<file path="config.mk">
export PLATFORM = sky130hd
export DESIGN_NAME = ripple_capture
export DESIGN_NICKNAME = d
export VERILOG_FILES = /design/src/rtl/ripple_capture.sv
export SDC_FILE = /design/constraint.sdc
export NUM_CORES = 1
export LEC_CHECK = 0
export ABC_AREA = 1
export BUFFER_PORTS_ARGS = -buffer_cell sky130_fd_sc_hd__buf_4
export CORE_MARGIN = 4
export CORE_UTILIZATION = 42
export CTS_BUF_LIST = sky130_fd_sc_hd__clkbuf_2 sky130_fd_sc_hd__clkbuf_4 sky130_fd_sc_hd__clkbuf_8
export DETAILED_ROUTE_END_ITERATION = 10
export PLACE_DENSITY = 0.61
export SETUP_SLACK_MARGIN = 0.3
export SLEW_MARGIN = 25
export SYNTH_ARGS = -nofsm -noshare
export SYNTH_HDL_FRONTEND = slang
export SYNTH_SLANG_ARGS = --single-unit
</file>
<file path="constraint.sdc">
create_clock -name clk -period 3.3 [get_ports clk]
set_input_delay 0.66 -clock clk [delete_from_list [all_inputs] [get_ports clk]]
set_output_delay 0.66 -clock clk [all_outputs]
set_load 0.005 [all_outputs]
</file>
<file path="src/rtl/ripple_capture.sv">
// ripple_capture: counts events from an asynchronous 4-bit ripple counter over a fixed
// window of clk cycles. Each window total goes to a single-entry valid/ready output register.
// The raw counter value is synchronized and only accepted once it has settled, so the
// counter's ripple glitches are filtered out.
// Build option: define RIPPLE_CAPTURE_SAT_EN to make the accumulator saturate and to add
// the 'sat' output. Without it the accumulator wraps and 'sat' does not exist.
module ripple_capture #(
   parameter int unsigned WINDOW = 256,
   parameter int unsigned ACC_W  = 16
) (
   input  logic             clk,
   input  logic             reset,
   input  logic [3:0]       q,
   input  logic             clear,
   output logic [ACC_W-1:0] out_count,
   output logic             out_valid,
   input  logic             out_ready,
   output logic             overrun
`ifdef RIPPLE_CAPTURE_SAT_EN
   ,
   output logic             sat
`endif
);

   localparam int unsigned WcntW = (WINDOW > 1) ? $clog2(WINDOW) : 1;
   localparam logic [WcntW-1:0] WcntLast = WcntW'(WINDOW - 1);

   typedef enum logic [0:0] {
      StSeed,
      StRun
   } state_e;

   state_e state_q, state_d;

   // Synchronizer and settle detection
   logic [3:0] sync1_q, sync2_q;
   logic [1:0] fill_q;      // marks which sync stages hold real q samples since reset
   logic       stable;
   logic [3:0] delta;

   // Window datapath
   logic [3:0]       last_q;
   logic [ACC_W-1:0] acc_q;
   logic [ACC_W-1:0] acc_sum;
   logic [WcntW-1:0] wcnt_q;

   // FSM controls
   logic seed_load;
   logic run_step;
   logic terminal;

   // Output register
   logic [ACC_W-1:0] out_count_q;
   logic             out_valid_q;
   logic             overrun_q;

`ifdef RIPPLE_CAPTURE_SAT_EN
   localparam int unsigned AccWideW = ACC_W + 1;
   logic [ACC_W:0] acc_wide;
   logic           acc_sat_q;
   logic           win_sat;
   logic           sat_q;
`endif

   // Two-flop synchronizer for the asynchronous counter value
   always_ff @(posedge clk or negedge reset) begin
      if (!reset) begin
         sync1_q <= '0;
         sync2_q <= '0;
         fill_q  <= '0;
      end else begin
         sync1_q <= q;
         sync2_q <= sync1_q;
         fill_q  <= {fill_q[0], 1'b1};
      end
   end

   // sync2 is stable when it will hold the same value next cycle (sync1 already matches).
   // The reset value of the chain is never treated as a sample.
   always_comb begin
      stable = fill_q[1] && (sync1_q == sync2_q);
      delta  = 4'd0;
      if (stable) begin
         delta = sync2_q - last_q;  // 4-bit subtraction gives the modulo-16 step
      end
   end

   // Accumulator next value: wrapping or saturating
   always_comb begin
`ifdef RIPPLE_CAPTURE_SAT_EN
      acc_wide = {1'b0, acc_q} + AccWideW'(delta);
      win_sat  = acc_sat_q | acc_wide[ACC_W];
      acc_sum  = acc_wide[ACC_W] ? {ACC_W{1'b1}} : acc_wide[ACC_W-1:0];
`else
      acc_sum  = acc_q + ACC_W'(delta);
`endif
   end

   // FSM state register
   always_ff @(posedge clk or negedge reset) begin
      if (!reset) begin
         state_q <= StSeed;
      end else begin
         state_q <= state_d;
      end
   end

   // FSM next state: clear always restarts from a fresh baseline
   always_comb begin
      state_d = state_q;
      if (clear) begin
         state_d = StSeed;
      end else begin
         unique case (state_q)
            StSeed:  if (stable) state_d = StRun;
            StRun:   state_d = StRun;
            default: state_d = StSeed;
         endcase
      end
   end

   // FSM outputs: datapath strobes, with clear overriding any window activity
   always_comb begin
      seed_load = 1'b0;
      run_step  = 1'b0;
      terminal  = 1'b0;
      if (!clear) begin
         unique case (state_q)
            StSeed: seed_load = stable;
            StRun: begin
               run_step = 1'b1;
               terminal = (wcnt_q == WcntLast);
            end
            default: ;
         endcase
      end
   end

   // Baseline, accumulator and window counter
   always_ff @(posedge clk or negedge reset) begin
      if (!reset) begin
         last_q <= '0;
         acc_q  <= '0;
         wcnt_q <= '0;
      end else begin
         if (seed_load || (run_step && stable)) begin
            last_q <= sync2_q;
         end
         if (clear || terminal) begin
            acc_q  <= '0;
            wcnt_q <= '0;
         end else if (run_step) begin
            acc_q  <= acc_sum;
            wcnt_q <= wcnt_q + 1'b1;
         end
      end
   end

`ifdef RIPPLE_CAPTURE_SAT_EN
   // Remembers whether the running window has hit the saturation ceiling
   always_ff @(posedge clk or negedge reset) begin
      if (!reset) begin
         acc_sat_q <= 1'b0;
      end else if (clear || terminal) begin
         acc_sat_q <= 1'b0;
      end else if (run_step) begin
         acc_sat_q <= win_sat;
      end
   end
`endif

   // Result register with valid/ready handshake and sticky overrun
   always_ff @(posedge clk or negedge reset) begin
      if (!reset) begin
         out_count_q <= '0;
         out_valid_q <= 1'b0;
         overrun_q   <= 1'b0;
`ifdef RIPPLE_CAPTURE_SAT_EN
         sat_q       <= 1'b0;
`endif
      end else if (terminal) begin
         // A load on the same edge as an accepted transfer replaces it cleanly
         out_count_q <= acc_sum;
         out_valid_q <= 1'b1;
         if (out_valid_q && !out_ready) begin
            overrun_q <= 1'b1;
         end
`ifdef RIPPLE_CAPTURE_SAT_EN
         sat_q       <= win_sat;
`endif
      end else if (out_valid_q && out_ready) begin
         out_valid_q <= 1'b0;
      end
   end

   assign out_count = out_count_q;
   assign out_valid = out_valid_q;
   assign overrun   = overrun_q;
`ifdef RIPPLE_CAPTURE_SAT_EN
   assign sat       = sat_q;
`endif

endmodule

</file>
Word-level counts from Yosys, hierarchy flattened --
Index checks and enable logic that the tools add are counted.
Storage, ports and cells: bits in registers 57, output and inout port bits 18, logic and storage cells 42
Operators by class: $add $sub $neg 3, eq/ne operators 2, multiplexer cells 16, bitwise gates (word level) 1, reduce and logical (&&, ||, !) cells 10
Operators with widths (number):
- $mux 16 | 2
- $add 16x4->16 | 1
- $mux 8 | 2
- $mux 1 | 10
- $add 8x1->8 const B | 1
- $eq 8x8->1 const B | 1
- $eq 4x4->1 | 1
- $logic_and 1x1->1 | 4
- $mux 4 | 1
- $reduce_bool 2->1 | 2
- $sub 4x4->4 | 1
- $logic_or 1x1->1 | 2
- $pmux 1 s2 | 1
- $reduce_and 2->1 | 1
- $logic_not 1->1 | 1
- $not 1->1 | 1

Logic depth before layout (Yosys ltp) --
Gate-level depths: netlist of the first run.
depth in word-level cells 6, mapped depth 17, mapped depth without buffers 17

Least setup slack after synthesis of the first run --
No wires, ideal clock.
path type register -> register, from register sync2_q[0], to register acc_q[9], setup time 118 ps, arrival time 2217 ps, required time 3182 ps, path slack 966 ps, cell stages (with the launch flop) 15, cell sequence dfrtp_1 -> inv_1 -> ha_1 -> inv_1 -> fa_1 -> xnor2_1 -> nor2_1 -> ha_1 -> or2_2 -> nand3_1 -> nand2_1 -> nand2_1 -> nand2_1 -> nand3_1 -> nand2_1
Between the ends: cells in the longest elaborated chain, start to end 6, elaborated cells on any way between the ends 7, classes of those cells add/sub: 2; eq/ne: 1; mux: 3; reduce/logical: 1
RTL lines:
- from (decl) | line 36 | logic [3:0] sync1_q, sync2_q;
- from (signal assigned) | line 73 | sync2_q <= sync1_q;
- parallel branches: the longest is 2 deep, another holds $sub 4x4->4
- $mux 4 (*) | line 83 | if (stable) begin
- $add 16x4->16 (*) | line 95 | acc_sum = acc_q + ACC_W'(delta);
- $mux 16 (*) | line 152 | end else if (run_step) begin
- $mux 16 (*) | line 149 | if (clear || terminal) begin
- to (signal assigned) | line 153 | acc_q <= acc_sum;
- to (decl) | line 43 | logic [ACC_W-1:0] acc_q;
Every way passes the cells marked *. The select of a mux whose other input is x is not followed. A chain may end at the register's enable or synchronous reset.

Worst setup path after layout of the first run --
from register sync2_q[1], to register acc_q[8]
Same word-level chain as after synthesis.

==> flow_metrics.py, run 1 <==
metrics = {
    "run_status": {
        "status": "finished, final reports clean",
    },
    "detailed_routing": {
        "routedWlPerCell_um": 12.2,
        "dr.pass1.iters": 4,
        "drtIter0Drc": 85,
        "wirelength_mm": 5.84,
        "viasPerCell": 4.93,
        "drc": 0,
        "vias": 2366,
        "ant_nets": 0,
    },
    "clock_network": {
        "cts_hold_buf": 0,
        "cts_sinks": 57,
        "cts-root-buf": "clkbuf_8",
        "cts_tree": "built",
        "numCtsBuffers": 9,
        "h-tree-depth": 3,
        "clkTransAtPathRegs_ps": 70,
        "cts_resized": 0,
        "clk-insertion-delay-late_ps": 340,
        "post-cts-setup-buffers": 0,
        "cts.path.max_buffers": 2,
    },
    "synthesis": {
        "yosysUniqueCellTypes": 31,
        "syn_nets": 384,
        "synthCells": 366,
        "synth_warnings": 0,
        "ys_seq_area_frac": 0.489,
        "syn_avg_cell_area_um2": 7.98,
        "mappedNetlistArea_mm2": 0.00292,
        "yosys_register_bits": 57,
    },
    "sta": {
        "hold_viol": 0,
        "finClkSkew_ps": 4.89,
        "drv_slew": 0,
        "worst_slew_pin_slew_ps": 719,
        "rsz0062_at_grt": "false",
        "finalSetupViolCount": 0,
        "slew_headroom": 0.521,
        "fin_crit_sh": 0.781,
        "setup-tns-final_ps": 0,
        "fmax_mhz": 388,
        "min_period_ps": 2580,
    },
    "setup_path": {
        "worst_path_most_repeated_cell": "nand2_1",
        "arrival_ps": 2790,
        "worst_path_max_delay_cell": "dfrtp_1",
        "critPathKind": "flop to flop",
        "critical_path_depth": 17,
        "cp.required_ps": 3510,
        "r2r_slack_ps": 720,
        "path_cells": "inv_1 > nand2_1 > nand3_1 > nor2_2 > nand2_1 > nor2_1 > ha_1 > inv_1 > fa_1 > inv_1 > nand3_1 > nand3_1 > nand2_1 > nand2_1 > nand2_1 > nand2_1 > o21ai_0",
        "cpPeakStageDelay_ps": 410,
        "r2r_end": "acc_q[8]",
        "worst-path-max-fanout": 7,
        "crit_path_end_kind": "flop",
        "crit_family": "simple AND/OR/NAND/NOR gates",
        "ff2ff_path_depth": 17,
        "r2r-start": "sync2_q[1]",
        "crit_buf_inv": 3,
        "startpoint_type": "flop",
    },
    "floorplanning": {
        "rows": 30,
        "die_w_um": 91.4,
        "dieHeight_um": 91.4,
        "core_region_area_mm2": 0.00676,
        "pin_count": 26,
        "start_util": 0.432,
        "dieArea_mm2": 0.00835,
    },
    "grt": {
        "grt_pass1_wl_mm": 10.2,
        "grt_start_max_net_pins": 58,
        "track_usage": 0.153,
        "grt_overflow": 0,
        "antenna_found_initial": 0,
        "first_global_vias": 2311,
    },
    "worst_hold_path": {
        "hp-class": "input pin to async pin",
    },
    "placement": {
        "placed_cells": 464,
        "dp_hpwl_mm": 4.08,
        "place.gp.congestion": 0.787,
        "placed_cell_area_mm2": 0.00314,
        "io_buffers": 25,
    },
    "final_layout": {
        "final_cell_area_mm2": 0.00338,
        "layout-drive-gt1-share": 0.130,
        "antennaDiodeCount": 0,
        "stdcell_count": 480,
        "final_core_util": 0.501,
        "nNetsFinal": 413,
        "area_delta_synth_final_pct": 15.9,
    },
    "pwr": {
        "clockPowerShare": 0.480,
        "ir_drop_uv": 313,
        "powerDensity_mw_per_mm2": 493,
        "pwr-share-comb": 0.077,
        "swShare": 0.236,
        "p_leak_nw": 1.81,
        "switchingPower_w": 0.000393,
        "internal_power_w": 0.00127,
        "p_seq_frac": 0.443,
    },
    "job": {
        "maxCapViolCount": 0,
    },
}
-- synth_stat cells --
| master | instances | area share |
|---|---|---|
| o21bai_1 | 1 | 0.0026 |
| nand2_2 | 2 | 0.0043 |
| nor3_2 | 1 | 0.0034 |
| nor2_1 | 23 | 0.030 |
| nand4_1 | 8 | 0.017 |
| o21bai_2 | 1 | 0.0039 |
| clkinv_1 | 1 | 0.0013 |
| inv_2 | 1 | 0.0013 |
| or2_2 | 1 | 0.0021 |
| conb_1 | 1 | 0.0013 |
| dfrtp_1 | 57 | 0.49 |
| ha_1 | 8 | 0.034 |
| inv_1 | 37 | 0.048 |
| nand3_1 | 38 | 0.065 |
| or2_1 | 1 | 0.0021 |
| xnor2_1 | 6 | 0.018 |
| buf_6 | 5 | 0.019 |
| fa_1 | 2 | 0.014 |
| o22ai_1 | 1 | 0.0021 |
| nor3_1 | 3 | 0.0051 |
| o21ai_0 | 5 | 0.0086 |
| a21oi_1 | 1 | 0.0017 |
| nand2_1 | 148 | 0.19 |
| o21a_1 | 1 | 0.0026 |
| nand3b_1 | 2 | 0.0051 |
| nor2_2 | 2 | 0.0043 |
| nor2_4 | 1 | 0.0039 |
| xor2_1 | 3 | 0.0090 |
| o21ai_2 | 2 | 0.0060 |
| a31oi_1 | 1 | 0.0021 |
| buf_2 | 2 | 0.0034 |
-- flip-flops by register name (all words and copies together) (netlist names), 2 cells and up --
name and cells:
wcnt_q 8, fill_q 2, sync2_q 4, out_count 16, acc_q 16, sync1_q 4, last_q 4
-- cell type report --
| cell class | count | area, um^2 |
|---|---|---|
| Fill cell | 675 | 3370 |
| Sequential cell | 57 | 1430 |
| Multi-Input combinational cell | 263 | 1280 |
| Timing Repair Buffer | 25 | 188 |
| Inverter | 39 | 146 |
| Clock buffer | 9 | 124 |
| Clock inverter | 7 | 119 |
| Tap cell | 80 | 100 |
-- stage by stage --
stage	total power [W]	setup slack, ps	hold slack [ps]
after floorplan	0.000839	966	331
after global placement	0.000880	771	332
after detailed placement	0.000884	755	339
after CTS	0.00169	719	356
after global routing	0.00174	437	372
final	0.00167	722	348
-- how the worst max path moves through the flow --
stage / end / slack (ps) / start
final: acc_q[8] / 720 / sync2_q[1]
after global routing: acc_q[8] / 440 / sync2_q[0]
after CTS: acc_q[8] / 720 / sync2_q[1]
after detailed placement: acc_q[13] / 760 / sync2_q[0]
after global placement: out_count[11] / 770 / sync2_q[0]
after floorplan: acc_q[9] / 970 / sync2_q[0]
-- cells in the final DEF (no fill, tap or decap) --
cell and instances:
clkinv_1 1, or2_2 1, clkbuf_8 9, or2_1 1, o21ai_2 2, o22ai_1 1, nand4_1 8, buf_4 25
o21ai_0 5, xor2_1 3, inv_1 37, nor2_1 23, nand2_1 148, nand3b_1 2, nor3_2 1, o21bai_2 1
dfrtp_1 57, o21bai_1 1, clkinv_4 1, nor3_1 3, a31oi_1 1, inv_2 1, nand2_2 2, nor2_4 1
nand3_1 38, o21a_1 1, conb_1 1, fa_1 2, nor2_2 2, ha_1 8, bufinv_16 3, a21oi_1 1
xnor2_1 6, clkinv_2 1, clkinvlp_4 2
-- routing by layer --
| layer | track usage | vias to the layer above | wire length [um] |
|---|---|---|---|
| met4 | 0.0540 | 0 | 106 |
| met3 | 0.0481 | 13 | 239 |
| met2 | 0.269 | 43 | 2910 |
| met5 | 0 | - | 0 |
| met1 | 0.174 | 1104 | 2580 |
| li1 | - | 1206 | - |
-- power by group through the flow --
stage          clock network, W  registers [W]   logic, W
2_1_floorplan                 0       0.000749  0.0000905
3_3_place_gp                  0       0.000752   0.000128
3_5_place_dp                  0       0.000752   0.000132
4_1_cts                0.000817       0.000739   0.000132
5_1_grt                0.000854       0.000742   0.000148
6_report               0.000800       0.000739   0.000128
-- cell families (layout without fill, tap and decap cells) --
logic type | after synthesis | count (layout) | synth area share
simple gates | 230 | 230 | 0.333
fa+ha+maj | 10 | 10 | 0.0480
xor+xnor | 9 | 9 | 0.0270
buf+inv | 46 | 80 | 0.0729
flops | 57 | 57 | 0.489
compound gates | 13 | 13 | 0.0296
other cells | 1 | 1 | 0.00128
Power figures use the tool's default switching activity.
==> run 2, diff against run 1 <==
Settings changed: PLACE_DENSITY 0.61 to 0.63.
Clock period 3.3 ns to 2.3 ns, I/O delays scaled along.
==> run 2 against run 1 <==
  * The run now ends with setup timing left
  * Sequential share of layout area decreased by 4.2 points
  * Wire length increased by 10%
  * Final cell count increased by 3.5%
  * Hold slack got worse by 170 ps
  * Fmax increased by 8.5%
  * Non-clock buffer count increased by 18
  * Global-route usage increased by 1.4 points
  * Cell area increased by 11%
  * Count of clock-buffer cells in the layout increased by 2
  * Utilization increased by 5.6 points
  * Critical path depth decreased by 4
  * Flip-flop and latch count unchanged
  * Largest cell class is now multi-input combinational cells
==> flow_metrics.py, run 2 (synthesized netlist as in run 1, its figures left out) <==
metrics = {
    "pwr": {
        "pwr-share-comb": 0.138,
        "ir_drop_uv": 320,
        "p_leak_nw": 1.94,
        "totalPowerFinal_w": 0.00216,
        "powerDensity_mw_per_mm2": 573,
        "p_seq_frac": 0.494,
        "internal_power_w": 0.00160,
        "swShare": 0.260,
        "switchingPower_w": 0.000560,
        "clockPowerShare": 0.369,
    },
    "setup_path": {
        "arrival_ps": 2600,
        "ff2ff_path_depth": 13,
        "startpoint": "last_q[0]",
        "r2r_end": "acc_q[11]",
        "cp.required_ps": 2520,
        "r2r_slack_ps": -80,
        "critPathKind": "flop to flop",
        "startpoint_type": "flop",
        "r2r-start": "last_q[0]",
        "worst-path-max-fanout": 5,
        "crit_path_end_kind": "flop",
        "cp-endpoint": "acc_q[11]",
    },
    "sta": {
        "worst_slack_ps": -75.7,
        "drv_slew": 0,
        "finClkSkew_ps": 8.16,
        "min_period_ps": 2380,
        "hold_slack_ps": 176,
        "finalSetupViolCount": 19,
        "setup-tns-final_ps": -714,
        "fin_crit_sh": 1.03,
        "hold_viol": 0,
        "fmax_mhz": 421,
        "rsz0062_at_grt": "true",
        "worst_slew_pin_slew_ps": 723,
        "slew_headroom": 0.518,
    },
    "detailed_routing": {
        "routedWlPerCell_um": 12.9,
        "drc": 0,
        "ant_nets": 0,
        "drtIter0Drc": 115,
        "wirelength_mm": 6.43,
        "viasPerCell": 4.89,
        "dr.pass1.iters": 4,
        "vias": 2428,
    },
    "placement": {
        "dp_hpwl_mm": 4.25,
        "placed_cells": 476,
        "place.gp.congestion": 0.879,
        "io_buffers": 25,
    },
    "floorplanning": {
        "dieArea_mm2": 0.00835,
        "rows": 30,
        "die_w_um": 91.4,
        "dieHeight_um": 91.4,
        "start_util": 0.432,
        "core_region_area_mm2": 0.00676,
        "pin_count": 26,
    },
    "clock_network": {
        "clk-insertion-delay-late_ps": 330,
        "numCtsBuffers": 9,
        "cts_hold_buf": 0,
        "cts-root-buf": "clkbuf_8",
        "cts.path.max_buffers": 2,
        "cts_sinks": 57,
        "cts_tree": "built",
        "clkTransAtPathRegs_ps": 60,
        "h-tree-depth": 3,
    },
    "grt": {
        "first_global_vias": 2411,
        "track_usage": 0.167,
        "grt_pass1_wl_mm": 11.1,
        "grt_start_max_net_pins": 58,
        "antenna_found_initial": 0,
        "grt_overflow": 0,
    },
    "final_layout": {
        "area_delta_synth_final_pct": 29.0,
        "layout_commonest_cell": "nand2_1",
        "final_core_util": 0.557,
        "antennaDiodeCount": 0,
        "mostFrequentLayoutCells": "nand2_1, dfrtp_1, buf_4, inv_1, nand3_1",
        "nNetsFinal": 431,
        "stdcell_count": 497,
        "layout-drive-gt1-share": 0.312,
    },
    "job": {
        "maxCapViolCount": 0,
    },
    "run_status": {
        "status": "complete, but fails checks",
        "violations": "setup timing",
    },
    "worst_hold_path": {
        "hp-class": "input pin to async pin",
    },
}
-- run 2: changes by cell type in the layout (fill, tap and decap cells not counted), sizes merged --
| cell | before | now |
|---|---|---|
| buf | 25 | 43 |
| bufinv | 3 | 0 |
| clkbuf | 9 | 11 |
| clkinv | 3 | 5 |
| clkinvlp | 2 | 0 |
-- run 2: layer usage --
| metal | wire length [um] | GRT usage | up-vias |
|---|---|---|---|
| met5 | 0 | 0 | - |
| met4 | 93 | 0.0842 | 0 |
| met3 | 294 | 0.0323 | 6 |
| met2 | 2960 | 0.258 | 41 |
| met1 | 3080 | 0.224 | 1145 |
| li1 | - | - | 1236 |
-- run 2: worst max-delay path, stage by stage (launching register included) --
cell and delay [ps]:
dfrtp_1 410, ha_4 170, inv_2 60, fa_2 440
nand3_2 120, inv_1 50, ha_1 270, nand2_1 70
nand2_2 170, nand3_4 110, nand2_4 120, nand3_1 140
nand3_2 100, nand2_1 60
-- run 2: worst min path at each step --
| stage | endpoint | from | slack (ps) |
|---|---|---|---|
| floorplan | acc_q[0] | reset | 160 |
| global placement | fill_q[1] | fill_q[0] | 340 |
| detailed placement | fill_q[1] | fill_q[0] | 340 |
| CTS | out_valid | reset | 200 |
| global route | sync1_q[3] | q[3] | 210 |
| finish | overrun | reset | 180 |
-- run 2: layout make-up --
cell class | count | area (um^2)
well taps | 80 | 100
fillers | 624 | 2990
clock inverters | 4 | 20.0
inverters | 39 | 146
multi-input cells | 263 | 1600
flip-flops and latches | 57 | 1430
clock buffers | 11 | 145
repair buffers | 43 | 330
-- run 2: through the flow --
stage / instance area (um^2) / setup WS [ps]
2_1_floorplan: 2970 / 112
3_3_place_gp: 3290 / -36.7
3_5_place_dp: 3290 / -55.6
4_1_cts: 3500 / -1.20
5_1_grt: 3760 / -217
6_report: 3760 / -75.7
-- run 2: power groups by stage --
| stage | Combinational [W] | Sequential (W) | Clock [W] |
|---|---|---|---|
| after floorplan | 0.000142 | 0.00108 | 0 |
| after global placement | 0.000217 | 0.00108 | 0 |
| final | 0.000297 | 0.00106 | 0.000795 |
| after CTS | 0.000234 | 0.00106 | 0.000824 |
| after global routing | 0.000336 | 0.00107 | 0.000875 |
| after detailed placement | 0.000221 | 0.00108 | 0 |
-- run 2: repair_timing --
item,in CTS,in global routing
pin swaps,11,30
buffers inserted,1,5
endpoints found under the hold margin,0,0
setup endpoints to repair,29,30
gates resized for setup,8,54
